==> config.mk <==
export PLATFORM = sky130hd
export DESIGN_NAME = aes_sbox_share_ctrl_flat
export DESIGN_NICKNAME = d
export VERILOG_FILES = /design/src/rtl/aes_pkg.sv /design/src/rtl/aes_sbox_share_ctrl_if.sv /design/src/rtl/aes_sbox_arb.sv /design/src/rtl/aes_sbox_share_ctrl.sv /design/src/flat_wrapper.sv
export SDC_FILE = /design/constraint.sdc
export NUM_CORES = 1
export LEC_CHECK = 0
export CORE_UTILIZATION = 35
export CTS_CLUSTER_SIZE = 8
export DETAILED_ROUTE_END_ITERATION = 10
export RECOVER_POWER = 25
export SYNTH_ARGS = -nofsm -noshare
export SYNTH_HDL_FRONTEND = slang
export SYNTH_HIERARCHICAL = 1
export SYNTH_SLANG_ARGS = --single-unit
==> constraint.sdc <==
create_clock -name clk -period 14.9 [get_ports clk]
set_input_delay 1.49 -clock clk [delete_from_list [all_inputs] [get_ports clk]]
set_output_delay 1.49 -clock clk [all_outputs]
set_load 0.02 [all_outputs]
==> src/rtl/aes_pkg.sv <==
// Shared constants, FSM encoding and NUM_SBOX legality helper for the
// S-box sharing controller.
package aes_pkg;

  localparam int unsigned AES_STATE_BYTES = 16;
  localparam int unsigned AES_WORD_BYTES  = 4;
  localparam int unsigned AES_STATE_W     = 8 * AES_STATE_BYTES;
  localparam int unsigned AES_WORD_W      = 8 * AES_WORD_BYTES;

  typedef enum logic [1:0] {
    FSM_IDLE = 2'd0,
    FSM_SUB  = 2'd1,
    FSM_KEY  = 2'd2
  } fsm_e;

  // Only lane counts that divide the state evenly and cover a full word.
  function automatic bit num_sbox_legal(input int unsigned n);
    return (n == 4) || (n == 8) || (n == 16);
  endfunction

endpackage

==> src/rtl/aes_sbox_share_ctrl_if.sv <==
// Client handshakes plus the shared S-box lane bus.
interface aes_sbox_share_ctrl_if #(
  parameter int unsigned NUM_SBOX = 4
);
  import aes_pkg::*;

  localparam int unsigned LANE_W = 8 * NUM_SBOX;

  logic                   sb_req;
  logic [AES_STATE_W-1:0] sb_state_in;
  logic                   sb_ack;
  logic [AES_STATE_W-1:0] sb_state_out;
  logic                   kw_req;
  logic [AES_WORD_W-1:0]  kw_word_in;
  logic                   kw_ack;
  logic [AES_WORD_W-1:0]  kw_word_out;
  logic [LANE_W-1:0]      sbox_in;
  logic [LANE_W-1:0]      sbox_out;
  logic                   busy;

  // Clients and S-box bank side.
  modport master (
    output sb_req, sb_state_in, kw_req, kw_word_in, sbox_out,
    input  sb_ack, sb_state_out, kw_ack, kw_word_out, sbox_in, busy
  );

  // Controller side.
  modport slave (
    input  sb_req, sb_state_in, kw_req, kw_word_in, sbox_out,
    output sb_ack, sb_state_out, kw_ack, kw_word_out, sbox_in, busy
  );

endinterface

==> src/rtl/aes_sbox_arb.sv <==
// Two-requester grant logic (SubBytes vs SubWord).
// SBOX_RR_ARB_EN defined: round-robin on ties; otherwise fixed kw-over-sb.
module aes_sbox_arb (
`ifdef SBOX_RR_ARB_EN
  input  logic clk,
  input  logic rst,
`endif
  input  logic en,
  input  logic sb_el,
  input  logic kw_el,
  output logic gnt_sb_c,
  output logic gnt_kw_c
);

`ifdef SBOX_RR_ARB_EN
  logic last_kw;

  // Tie goes to whichever client was not granted last.
  always_comb begin
    gnt_sb_c = 1'b0;
    gnt_kw_c = 1'b0;
    if (en) begin
      if (sb_el && kw_el) begin
        gnt_sb_c = last_kw;
        gnt_kw_c = ~last_kw;
      end else begin
        gnt_sb_c = sb_el;
        gnt_kw_c = kw_el;
      end
    end
  end

  // Remember last grant; resets to "kw" so the first tie favours sb.
  always_ff @(posedge clk or posedge rst) begin
    if (rst) begin
      last_kw <= 1'b1;
    end else if (gnt_sb_c || gnt_kw_c) begin
      last_kw <= gnt_kw_c;
    end
  end
`else
  // Key expansion always wins so it never stalls behind the datapath.
  always_comb begin
    gnt_kw_c = en & kw_el;
    gnt_sb_c = en & sb_el & ~kw_el;
  end
`endif

endmodule

==> src/rtl/aes_sbox_share_ctrl.sv <==
// Time-shares NUM_SBOX external S-box lanes between SubBytes (128-bit state,
// 16/NUM_SBOX beats) and SubWord (32-bit word, one beat).
// Optional macro SBOX_RR_ARB_EN selects round-robin arbitration.
module aes_sbox_share_ctrl #(
  parameter int unsigned NUM_SBOX = 4
) (
  input logic                clk,
  input logic                rst,
  aes_sbox_share_ctrl_if.slave bus
);
  import aes_pkg::*;

  localparam int unsigned LANE_W    = 8 * NUM_SBOX;
  localparam int unsigned NUM_BEATS = AES_STATE_BYTES / NUM_SBOX;
  localparam int unsigned BEAT_W    = 4;

  localparam logic [1:0] ST_IDLE = FSM_IDLE;
  localparam logic [1:0] ST_SUB  = FSM_SUB;
  localparam logic [1:0] ST_KEY  = FSM_KEY;

  if (!num_sbox_legal(NUM_SBOX)) begin : g_num_sbox_check
    $error("aes_sbox_share_ctrl: NUM_SBOX must be 4, 8 or 16");
  end

  logic [1:0]             state_q, state_d;
  logic [BEAT_W-1:0]      beat_q, beat_d;
  logic [AES_STATE_W-1:0] hold_q, hold_d;
  logic [LANE_W-1:0]      sbox_in_q, sbox_in_d;
  logic                   sb_ack_q, sb_ack_d;
  logic                   kw_ack_q, kw_ack_d;
  logic [AES_STATE_W-1:0] sb_out_q, sb_out_d;
  logic [AES_WORD_W-1:0]  kw_out_q, kw_out_d;
  logic                   busy_q, busy_d;
  logic [7:0]             slice_hi;
  logic [7:0]             slice_nx;
  logic                   gnt_sb, gnt_kw;

  aes_sbox_arb u_arb (
`ifdef SBOX_RR_ARB_EN
    .clk      (clk),
    .rst      (rst),
`endif
    .en       (state_q == ST_IDLE),
    .sb_el    (bus.sb_req & ~sb_ack_q),
    .kw_el    (bus.kw_req & ~kw_ack_q),
    .gnt_sb_c (gnt_sb),
    .gnt_kw_c (gnt_kw)
  );

  // MSB index of the current beat's slice in the hold register.
  always_comb begin
    slice_hi = 8'(AES_STATE_W - 1 - LANE_W * 32'(beat_q));
    slice_nx = 8'(32'(slice_hi) - LANE_W);
  end

  // Next-state, lane feed and capture; hold doubles as result accumulator.
  always_comb begin
    state_d   = state_q;
    beat_d    = beat_q;
    hold_d    = hold_q;
    sbox_in_d = '0;
    sb_ack_d  = 1'b0;
    kw_ack_d  = 1'b0;
    sb_out_d  = sb_out_q;
    kw_out_d  = kw_out_q;
    case (state_q)
      ST_IDLE: begin
        if (gnt_kw) begin
          state_d = ST_KEY;
          beat_d  = '0;
          hold_d  = '0;
          hold_d[AES_STATE_W-1 -: AES_WORD_W]   = bus.kw_word_in;
          sbox_in_d[LANE_W-1 -: AES_WORD_W]     = bus.kw_word_in;
        end else if (gnt_sb) begin
          state_d   = ST_SUB;
          beat_d    = '0;
          hold_d    = bus.sb_state_in;
          sbox_in_d = bus.sb_state_in[AES_STATE_W-1 -: LANE_W];
        end
      end
      ST_SUB: begin
        hold_d[slice_hi -: LANE_W] = bus.sbox_out;
        if (beat_q == BEAT_W'(NUM_BEATS - 1)) begin
          sb_out_d = hold_d;
          sb_ack_d = 1'b1;
          state_d  = ST_IDLE;
          beat_d   = '0;
        end else begin
          beat_d    = beat_q + BEAT_W'(1);
          sbox_in_d = hold_q[slice_nx -: LANE_W];
        end
      end
      ST_KEY: begin
        kw_out_d = bus.sbox_out[LANE_W-1 -: AES_WORD_W];
        kw_ack_d = 1'b1;
        state_d  = ST_IDLE;
      end
      default: begin
        state_d = ST_IDLE;
      end
    endcase
    busy_d = (state_d != ST_IDLE);
  end

  // State and registered outputs; reset aborts any operation silently.
  always_ff @(posedge clk or posedge rst) begin
    if (rst) begin
      state_q   <= ST_IDLE;
      beat_q    <= '0;
      hold_q    <= '0;
      sbox_in_q <= '0;
      sb_ack_q  <= 1'b0;
      kw_ack_q  <= 1'b0;
      sb_out_q  <= '0;
      kw_out_q  <= '0;
      busy_q    <= 1'b0;
    end else begin
      state_q   <= state_d;
      beat_q    <= beat_d;
      hold_q    <= hold_d;
      sbox_in_q <= sbox_in_d;
      sb_ack_q  <= sb_ack_d;
      kw_ack_q  <= kw_ack_d;
      sb_out_q  <= sb_out_d;
      kw_out_q  <= kw_out_d;
      busy_q    <= busy_d;
    end
  end

  assign bus.sb_ack       = sb_ack_q;
  assign bus.kw_ack       = kw_ack_q;
  assign bus.sb_state_out = sb_out_q;
  assign bus.kw_word_out  = kw_out_q;
  assign bus.sbox_in      = sbox_in_q;
  assign bus.busy         = busy_q;

endmodule

==> src/flat_wrapper.sv <==
// flat-port wrapper written by rule: the top's interface ports become plain ports
module aes_sbox_share_ctrl_flat import aes_pkg::*;
#(
  parameter int unsigned NUM_SBOX = 4
)
  (clk, rst, bus_sb_req, bus_sb_state_in, bus_kw_req, bus_kw_word_in, bus_sbox_out, bus_sb_ack, bus_sb_state_out, bus_kw_ack, bus_kw_word_out, bus_sbox_in, bus_busy);
  aes_sbox_share_ctrl_if #(.NUM_SBOX(NUM_SBOX)) bus_i ();
  input logic clk;
  input logic rst;
  input wire logic [$bits(bus_i.sb_req)-1:0] bus_sb_req;
  input wire logic [$bits(bus_i.sb_state_in)-1:0] bus_sb_state_in;
  input wire logic [$bits(bus_i.kw_req)-1:0] bus_kw_req;
  input wire logic [$bits(bus_i.kw_word_in)-1:0] bus_kw_word_in;
  input wire logic [$bits(bus_i.sbox_out)-1:0] bus_sbox_out;
  output wire logic [$bits(bus_i.sb_ack)-1:0] bus_sb_ack;
  output wire logic [$bits(bus_i.sb_state_out)-1:0] bus_sb_state_out;
  output wire logic [$bits(bus_i.kw_ack)-1:0] bus_kw_ack;
  output wire logic [$bits(bus_i.kw_word_out)-1:0] bus_kw_word_out;
  output wire logic [$bits(bus_i.sbox_in)-1:0] bus_sbox_in;
  output wire logic [$bits(bus_i.busy)-1:0] bus_busy;
  assign bus_i.sb_req = bus_sb_req;
  assign bus_i.sb_state_in = bus_sb_state_in;
  assign bus_i.kw_req = bus_kw_req;
  assign bus_i.kw_word_in = bus_kw_word_in;
  assign bus_i.sbox_out = bus_sbox_out;
  assign bus_sb_ack = bus_i.sb_ack;
  assign bus_sb_state_out = bus_i.sb_state_out;
  assign bus_kw_ack = bus_i.kw_ack;
  assign bus_kw_word_out = bus_i.kw_word_out;
  assign bus_sbox_in = bus_i.sbox_in;
  assign bus_busy = bus_i.busy;
  aes_sbox_share_ctrl #(.NUM_SBOX(NUM_SBOX)) u_core (.clk(clk), .rst(rst), .bus(bus_i));
endmodule
======== After elaboration in Yosys (flattened, before gate mapping) ========
Index checks and enable logic that the tools add are counted.
word-level totals
  register bits after elaboration ......... 329
  output and inout port bits .............. 195
  word-level logic and storage cells ...... 52
operators by class
  bitwise logic cells ..................... 8
  reduce and logical (&&, ||, !) cells .... 5
  equal/unequal tests ..................... 4
  muxes and demuxes ....................... 19
  shift-type cells ........................ 3
  add/sub/neg operators ................... 4
operators with widths
  cell                         count
  $mux W128                    2
  $pmux W128 S2                1
  $shift A32 B10 Y159 const A  1
  $shiftx A159 B9 Y32          1
  $shiftx A32 B10 Y159         1
  $bwmux W128                  1
  $mux W32                     3
  $pmux W32 S2                 1
  $mux W4                      3
  $neg A8 Y10                  1
  $pmux W4 S2                  1
  $sub A7 B8 Y8 const A        1
  $sub A8 B6 Y8 const B        1
  $mux W2                      3
  $and A1 B1 Y1                5
  $add A4 B1 Y4 const B        1
  $eq A4 B2 Y1 const B         1
  $pmux W2 S2                  1
  $reduce_and A2 Y1            2
  $reduce_bool A2 Y1           2
  $mux W1                      3
  $ne A3 B1 Y1 const B         1
  $not A1 Y1                   3
  $eq A2 B1 Y1 const B         1
  2 further kinds              2

======== Longest topological paths before layout ========
Gate-level depths: netlist of the first run.
  depth after elaboration ................. 8
  gate-level depth with buffers ........... 10
  depth with buffers taken out ............ 5

======== By module ========
The synthesis of the first run kept the hierarchy.
modules (own cells, without submodules)
  module               instances  area an instance (um2)  cells each
  aes_sbox_share_ctrl  1          16,766.1                1,606
  aes_sbox_arb         1          16.3                    2

======== Worst setup path after synthesis of the first run ========
OpenSTA, ideal clock, no wires.
  path kind ............................... input to register
  from .................................... in bus_kw_req
  to ...................................... reg u_core.sbox_in_q[10], in the netlist u_core/bus.sbox_in[10]
  arrival time ............................ 2.855 ns
  stages on the path ...................... 8
  data required time ...................... 14.765 ns
  slack ................................... 11.910 ns
  buffers on the path ..................... 3
  cells stage by stage .................... nor2b_1 -> and3b_1 -> buf_2 -> or2_2 -> clkbuf_1 -> nand2_1 -> buf_2 -> o22ai_1
between the ends
  cells in the longest elaborated chain, start to end .. 6
ends and longest elaborated chain
  item                      line                        RTL
  start, declared           flat_wrapper.sv:12          input wire logic [$bits(bus_i.kw_req)-1:0] bus_kw_req;
  $and A1 B1 Y1             aes_sbox_share_ctrl.sv:45   .kw_el (bus.kw_req & ~kw_ack_q),
  $not A1 Y1                aes_sbox_arb.sv:45          gnt_sb_c = en & sb_el & ~kw_el;
  $and A1 B1 Y1             aes_sbox_arb.sv:45
  via u_core.gnt_sb         aes_sbox_share_ctrl.sv:36   logic gnt_sb, gnt_kw;
  $mux W32                  aes_sbox_share_ctrl.sv:74   end else if (gnt_sb) begin
  $mux W32                  aes_sbox_share_ctrl.sv:68   if (gnt_kw) begin
  $pmux W32 S2              aes_sbox_share_ctrl.sv:66   case (state_q)
  via u_core.sbox_in_d[10]  aes_sbox_share_ctrl.sv:28   logic [LANE_W-1:0] sbox_in_q, sbox_in_d;
  end signal, assigned      aes_sbox_share_ctrl.sv:121  sbox_in_q <= sbox_in_d;
  end, declared             aes_sbox_share_ctrl.sv:28
The timed path passes the listed nets, and every way through them passes these cells.
A chain may end at the register's enable or synchronous reset.

======== Worst setup path in the final report of the first run ========
  from .................................... reg u_core.state_q[1]
  to ...................................... reg u_core.sb_out_q[96], in the netlist u_core/bus.sb_state_out[96]
between the ends
  cells in the longest elaborated chain, start to end .. 2
ends and longest elaborated chain
  item                         line                        RTL
  start, declared              aes_sbox_share_ctrl.sv:25   logic [1:0] state_q, state_d;
  start signal, assigned       aes_sbox_share_ctrl.sv:118  state_q <= state_d;
  $eq A2 B1 Y1                 aes_sbox_share_ctrl.sv:66
  $reduce_and A2 Y1 (no line)  -
  end signal, assigned         aes_sbox_share_ctrl.sv:124  sb_out_q <= sb_out_d;
  end, declared                aes_sbox_share_ctrl.sv:31   logic [AES_STATE_W-1:0] sb_out_q, sb_out_d;
No other way between the ends.

==> results by group, run 1 <==
Pwr
  • Final Power: 5550 uW
  • Comb pwr share: 51.8%
  • Seq pwr share: 30.9%
  • Max VDD drop: 0.000140 V
  • Clock share of power: 17.4%
  • Int Power: 3130 uW
  • Sw Ratio: 43.6%
  • PwrDens: 251 nW/um2
  • Switching Power: 2420 uW
  • Lkg Pwr: 0.00916 uW

Drt
  • Vias per cell: 5.99
  • Avg WL per Cell: 26.9 um
  • DRT Wirelength: 67600 um
  • Detailed Routing Iterations Pass 1: 6
  • Iter 0 DRT Violations: 1456
  • Routed Antenna Nets: 0
  • Via count: 15050
  • # DRC: 0

Critical path
  • Reg-to-reg critical path endpoint: u_core/bus.sb_state_out[96]$_DFFE_PP0P_
  • Worst setup SP type: flop
  • RR Startpoint: u_core/state_q[1]$_DFF_PP0_
  • Setup Crit Path Kind: flop to flop
  • CP Capture Type: flop
  • Req. time, crit path: 15350 ps
  • Critical Path AT: 8600 ps
  • Worst r2r path cells: 5
  • Reg2Reg Setup Slack: 6750 ps
  • Crit-path max FO: 79

Min path
  • Worst Hold Path EP: u_core/bus.kw_word_out[28]$_DFFE_PP0P_
  • Hold_sp: u_core/bus.kw_word_out[28]$_DFFE_PP0P_
  • HP Class: flop to flop
  • Hold Path Cell Cnt: 1

STA
  • Worst slew margin: -235%
  • Hold Slack: 498 ps
  • Setup repair after global routing missed its margin: false
  • Hold Vio Cnt, Final: 0
  • Minimum clock period: 8150 ps
  • Post-route setup TNS: 0 ps
  • Final setup viols: 0
  • Slew Viols, Final: 385
  • Max Fclk: 0.123 GHz
  • Final period util: 54.7%
  • Worst Tran Pin Value: 5000 ps
  • Fin Clk Skew: 19.2 ps

Placed design
  • Buffers on Ports: 390
  • Placer congestion estimate: 0.873
  • Dpl cells: 2452
  • DP Area: 20900 um2
  • DP HPWL: 45300 um

Logic synthesis
  • Top post-synthesis cells by count: 329 x dfrtp_1, 189 x a22oi_1, 162 x o21ai_0
  • Yosys top cell area share: 49.1%
  • Cells after synthesis: 1608
  • Mapped Nets: 1809
  • Yosys cell types: 47
  • Fraction of registers with async set/reset: 100%
  • Mapped Area: 16800 um2
  • Syn avg cell area: 10.4 um2
  • Dominant cell type by area after synthesis: dfrtp_1
  • Top cells by area in the synthesized netlist: dfrtp_1 49%, a22oi_1 8.5%, and3b_1 5.0%
  • Flops & latches, synth: 329
  • Most common cell in the netlist: dfrtp_1
  • Post-synth top flop: dfrtp_1
  • Yosys warnings: 6
  • Number of flops mapped to enable cells by yosys: 0
  • Sequential element share of the synthesized area: 49.1%

Floorplan
  • Chip width: 221 um
  • Initial core utilization: 35.7%
  • Height of the chip: 221 um
  • CORE AREA: 47000 um2
  • Die Area: 48800 um2
  • Num ports: 391
  • Cell Rows: 79

Final layout
  • Multi-input gate area: 7550 um2
  • FF+latch area: 8240 um2
  • Layout cells sized above 1: 8.75%
  • Layout Cells excl Fill: 2513
  • Final std cell area, no fill: 22100 um2
  • Fillers: 4334
  • Syn-to-layout area delta: 31.7%
  • Final net count: 2095

Clocking
  • Clk root buf: clkbuf_16
  • Num CTS Buffers: 47
  • CTS tree: built
  • CTS Buffer Depth: 3
  • Post-CTS Setup Inserts: 0
  • Register clock-pin slew on the reported worst setup and hold paths: 50 ps
  • Clk_lat worst skew: 570 ps
  • Sink Count: 329
  • H-tree levels: 2
  • Hold-fix buffers, CTS: 0
  • # resized after CTS: 0

Flow run
  • Max capacitance violation total: 5

Global route
  • Tot GR Track Use: 27.3%
  • Initial antenna violation count: 9
  • Largest net degree at the start of global routing: 167
  • Total gr overflow: 0
  • Global-route wire length before repair: 101000 um
  • Vias in the first global route: 14996

Run status
  • Status: complete, but fails checks
  • Failing checks: capacitance limit, slew limit
==> power groups by stage <==
stage | combinational [uW] | clock, uW | sequential [uW]
finish | 2870 | 963 | 1710
global route | 3080 | 1010 | 1760
CTS | 2880 | 984 | 1700
global placement | 2820 | 0 | 1700
floorplan | 1550 | 0 | 1820
detailed placement | 2870 | 0 | 1710
==> area by class of cell <==
class                   count  area share, %
well taps                 607           3.43
clock inverters             1         0.0396
diodes                      8         0.0905
multi-input cells        1047           34.2
repair buffers            412           18.4
flip-flops and latches    329           37.3
clock buffers              52           5.60
inverters                  57          0.973
==> cells by family after synthesis <==
family                     Yosys count  share of synthesized area, %
AOI/OAI and AO/OA                  658                          24.8
xor gates and xnor gates             1                        0.0522
adders and majority gates            5                         0.373
buffers and inverters              232                          6.17
DFF                                329                          49.1
muxes                               97                          8.51
and+or+nand+nor                    286                          11.0
==> worst max-delay path, stage by stage (launching register included) <==
cell	delay (ps)
dfrtp_1	1580
nand2b_1	2370
or2_0	2660
buf_4	990
inv_2	80
mux2_2	290
==> cell usage in the layout (no fill, tap or decap), drive strengths merged, types with 19 or more instances in the layout <==
cell type      Yosys  routed
dlygate4sd3        0      37
buf               62      21
a21oi             33      33
nor4b             19      19
nor2b             35      35
and3b             96      96
mux4              32      32
clkbuf           113      53
o21bai            96      96
clkdlybuf4s50      0     353
dfrtp            329     329
nand2             99      99
o21ai            282     282
inv               57      56
mux2              46      46
a22oi            189     189
a221oi            19      19
mux2i             19      19
==> worst max path at each step <==
stage,from,to,slack (ps),depth (start not counted)
4_1_cts,bus_kw_req,u_core/hold_q[58]$_DFFE_PP0P_,10440,8
6_report,u_core/state_q[1]$_DFF_PP0_,u_core/bus.sb_state_out[96]$_DFFE_PP0P_,6750,5
2_1_floorplan,rst,u_core/beat_q[0]$_DFFE_PP0P_,4300,1
5_1_grt,u_core/state_q[1]$_DFF_PP0_,u_core/bus.sb_state_out[96]$_DFFE_PP0P_,6300,5
3_3_place_gp,bus_kw_req,u_core/hold_q[34]$_DFFE_PP0P_,9910,8
3_5_place_dp,bus_kw_req,u_core/hold_q[58]$_DFFE_PP0P_,9830,8
==> per-layer routing <==
layer	routed length (um)	track usage [%]	up-vias
li1	-	-	6508
met1	31300	40.9	7663
met2	28600	38.5	776
met3	5690	5.51	103
met4	1970	10.0	0
met5	0	0	-
==> through the flow <==
stage | util, % | setup slack (ps)
2_1_floorplan | - | 4300
3_5_place_dp | 44.4 | 9830
4_1_cts | 47.1 | 10440
5_1_grt | 47.1 | 6300
6_report | 47.1 | 6750
3_3_place_gp | 44.4 | 9910
==> sequential cells by signal (all words and copies together), names as in the netlist <==
| name | cells |
|---|---|
| u_core/bus.sb_state_out | 128 |
| u_core/state_q | 2 |
| u_core/bus.kw_word_out | 32 |
| u_core/beat_q | 4 |
| u_core/hold_q | 128 |
| u_core/bus.sbox_in | 32 |
| u_core/bus.sb_ack | 1 |
| u_core/bus.busy | 1 |
| u_core/bus.kw_ack | 1 |
(Power assumes the default switching activity.)
==> run 2: changes to the inputs <==
==> constraint.sdc (replaced) <==
create_clock -name clk -period 6.95 [get_ports clk]
set_input_delay 0.695 -clock clk [delete_from_list [all_inputs] [get_ports clk]]
set_output_delay 0.695 -clock clk [all_outputs]
set_load 0.02 [all_outputs]
==> run 2 against run 1 <==
Net effect:
- the flow still finishes with violations (capacitance limit, slew limit)
- clock power is 110% higher
- flip-flop and latch count did not move
- largest cell class unchanged
- critical endpoint is now u_core/state_q[0]$_DFF_PP0_
- sequential share of layout area decreased by 0.065 points
- routed wire length decreased by 0.37%
- highest routed layer unchanged
- largest power group unchanged
==> results by group, run 2 (same netlist as run 1, synthesis figures left out) <==
STA
  • Max Fclk: 0.217 GHz
  • Post-route setup TNS: 0 ps (unchanged)
  • Setup repair after global routing missed its margin: false
  • Worst setup margin: 2350 ps (-4400 ps)
  • Worst slew margin: -108% (+130 points)
  • Worst Tran Pin Value: 3130 ps (-1870 ps)
  • Fin Clk Skew: 14.4 ps (-4.75 ps)
  • Slew Viols, Final: 112 (-71%)
  • Final setup viols: 0 (unchanged)
  • Minimum clock period: 4600 ps
  • Hold Vio Cnt, Final: 0 (unchanged)
  • Final period util: 66.2%

Floorplan
  • Num ports: 391 (unchanged)
  • Die Area: 48800 um2 (unchanged)
  • Cell Rows: 79 (unchanged)
  • Initial core utilization: 35.7% (unchanged)
  • Height of the chip: 221 um (unchanged)
  • Chip width: 221 um (unchanged)
  • CORE AREA: 47000 um2 (unchanged)

Final layout
  • Leading cell types in the layout, fill and taps excluded: 377 x clkdlybuf4s50_1, 326 x dfrtp_1, 189 x a22oi_1
  • Syn-to-layout area delta: 32.0%
  • Final std cell area, no fill: 22200 um2 (+0.22%)
  • Leading cell type in the layout, fill and taps excluded: clkdlybuf4s50_1
  • Final net count: 2098 (+0.14%)
  • Layout cells sized above 1: 9.14% (+0.40 points)
  • Fillers: 4353 (+0.44%)
  • Utilization after layout: 47.2% (+0.10 points)

Critical path
  • Worst path cell trace: dlygate4sd3_1 > clkinvlp_2 > clkbuf_2
  • Setup Crit Path Kind: input port to asynchronous set/reset pin
  • Worst r2r path cells: 6 (+1)
  • Crit-path leading delay family: buffers and inverters
  • CP Capture Type: asynchronous set/reset pin
  • WP buf/inv: 3 (+1)
  • Worst setup SP type: input port
  • CP Depth: 3 (-2)
  • Crit-path max FO: 112 (+42%)
  • Req. time, crit path: 6490 ps (-8860 ps)
  • Slowest CP cell: clkbuf_2
  • Max incr delay on CP: 2200 ps (-460 ps)
  • Critical Path AT: 4140 ps (-4460 ps)

Pwr
  • Lkg Pwr: 0.00918 uW (+0.22%)
  • Max VDD drop: 0.000269 V (+92%)
  • PwrDens: 539 nW/um2 (+110%)
  • Final Power: 11900 uW (+120%)

Global route
  • Met3 GRT Util: 5.86% (+0.35 points)
  • Largest net degree at the start of global routing: 129 (-23%)
  • Tot GR Track Use: 27.1% (-0.20 points)
  • Global-route wire length before repair: 101000 um (-0.48%)
  • GR Layer Usage met1: 41.0% (about the same)
  • Met2 Use GR: 37.9% (-0.55 points)
  • Busiest grt layer: met1
  • Vias in the first global route: 14777 (-1.5%)
  • Total gr overflow: 0 (unchanged)
  • Initial antenna violation count: 7 (-2)

Drt
  • Detailed Routing Iterations Pass 1: 7 (+1)
  • Via count: 14956 (-0.62%)
  • Avg WL per Cell: 26.8 um (-0.53%)
  • Iter 0 DRT Violations: 1623 (+11%)
  • DRT Wirelength: 67400 um (-0.37%)
  • Vias per cell: 5.94 (-0.78%)
  • Routed Antenna Nets: 0 (unchanged)
  • # DRC: 0 (unchanged)

Clocking
  • Hold-fix buffers, CTS: 0 (unchanged)
  • Post-CTS Setup Inserts: 0 (unchanged)
  • CTS tree: built
  • CTS Buffer Depth: 3 (unchanged)
  • H-tree levels: 2 (unchanged)
  • Num CTS Buffers: 47 (unchanged)
  • Register clock-pin slew on the reported worst setup and hold paths: 60 ps (about the same)
  • # resized after CTS: 0 (unchanged)
  • Clk_lat worst skew: 560 ps (about the same)
  • Sink Count: 329 (unchanged)
  • Clk root buf: clkbuf_16

Run status
  • Status: complete, but fails checks
  • Failing checks: capacitance limit, slew limit

Flow run
  • Max capacitance violation total: 1 (-4)

Placed design
  • Placer congestion estimate: 0.906 (+3.8%)
  • DP Worst Slack: 2940 ps (-6900 ps)
  • Buffers on Ports: 390 (unchanged)
  • DP Area: 20900 um2 (+0.15%)
  • DP HPWL: 45900 um (+1.3%)

Min path
  • Hold Path Cell Cnt: 1 (unchanged)
  • HP Class: flop to flop
run 2: metal layers:
| metal | vias to the layer above | wire, um |
|---|---|---|
| met5 | - | 0 |
| met4 | 0 | 1650 |
| met3 | 82 | 6000 |
| met2 | 782 | 28800 |
| met1 | 7580 | 30900 |
| li1 | 6512 | - |
run 2: per-stage QoR:
step | std cells | hold slack, ps
floorplan | 1608 | 497
global placement | 2455 | 489
detailed placement | 2455 | 492
CTS | 2510 | 502
global route | 2517 | 509
finish | 2517 | 501
run 2: final timing paths:
check | from | end | slack, ps
worst max-delay path | rst | u_core/state_q[0]$_DFF_PP0_ | 2350
worst min-delay path | u_core/bus.kw_word_out[3]$_DFFE_PP0P_ | u_core/bus.kw_word_out[3]$_DFFE_PP0P_ | 500
worst max register to register | u_core/state_q[1]$_DFF_PP0_ | u_core/hold_q[7]$_DFFE_PP0P_ | 3160
worst min register to register | u_core/bus.kw_word_out[3]$_DFFE_PP0P_ | u_core/bus.kw_word_out[3]$_DFFE_PP0P_ | 500
max in group clk | u_core/state_q[1]$_DFF_PP0_ | u_core/hold_q[7]$_DFFE_PP0P_ | 3160
min in group asynchronous | rst | u_core/bus.sbox_in[11]$_DFF_PP0_ | 740
run 2: final cells by class:
type,instances,area [um2],area share (%)
Sequential cell,329,8240,37.2
Multi-Input combinational cell,1047,7560,34.1
Timing Repair Buffer,415,4100,18.5
Clock buffer,54,1250,5.66
Tap cell,607,759,3.43
Inverter,57,215,0.971
Antenna cell,7,17.5,0.0791
Clock inverter,1,5.00,0.0226
run 2: power breakdown:
group | switching, uW | internal (uW) | total, uW
clock network | 822 | 1240 | 2070
logic | 3570 | 2660 | 6230
registers | 799 | 2850 | 3650
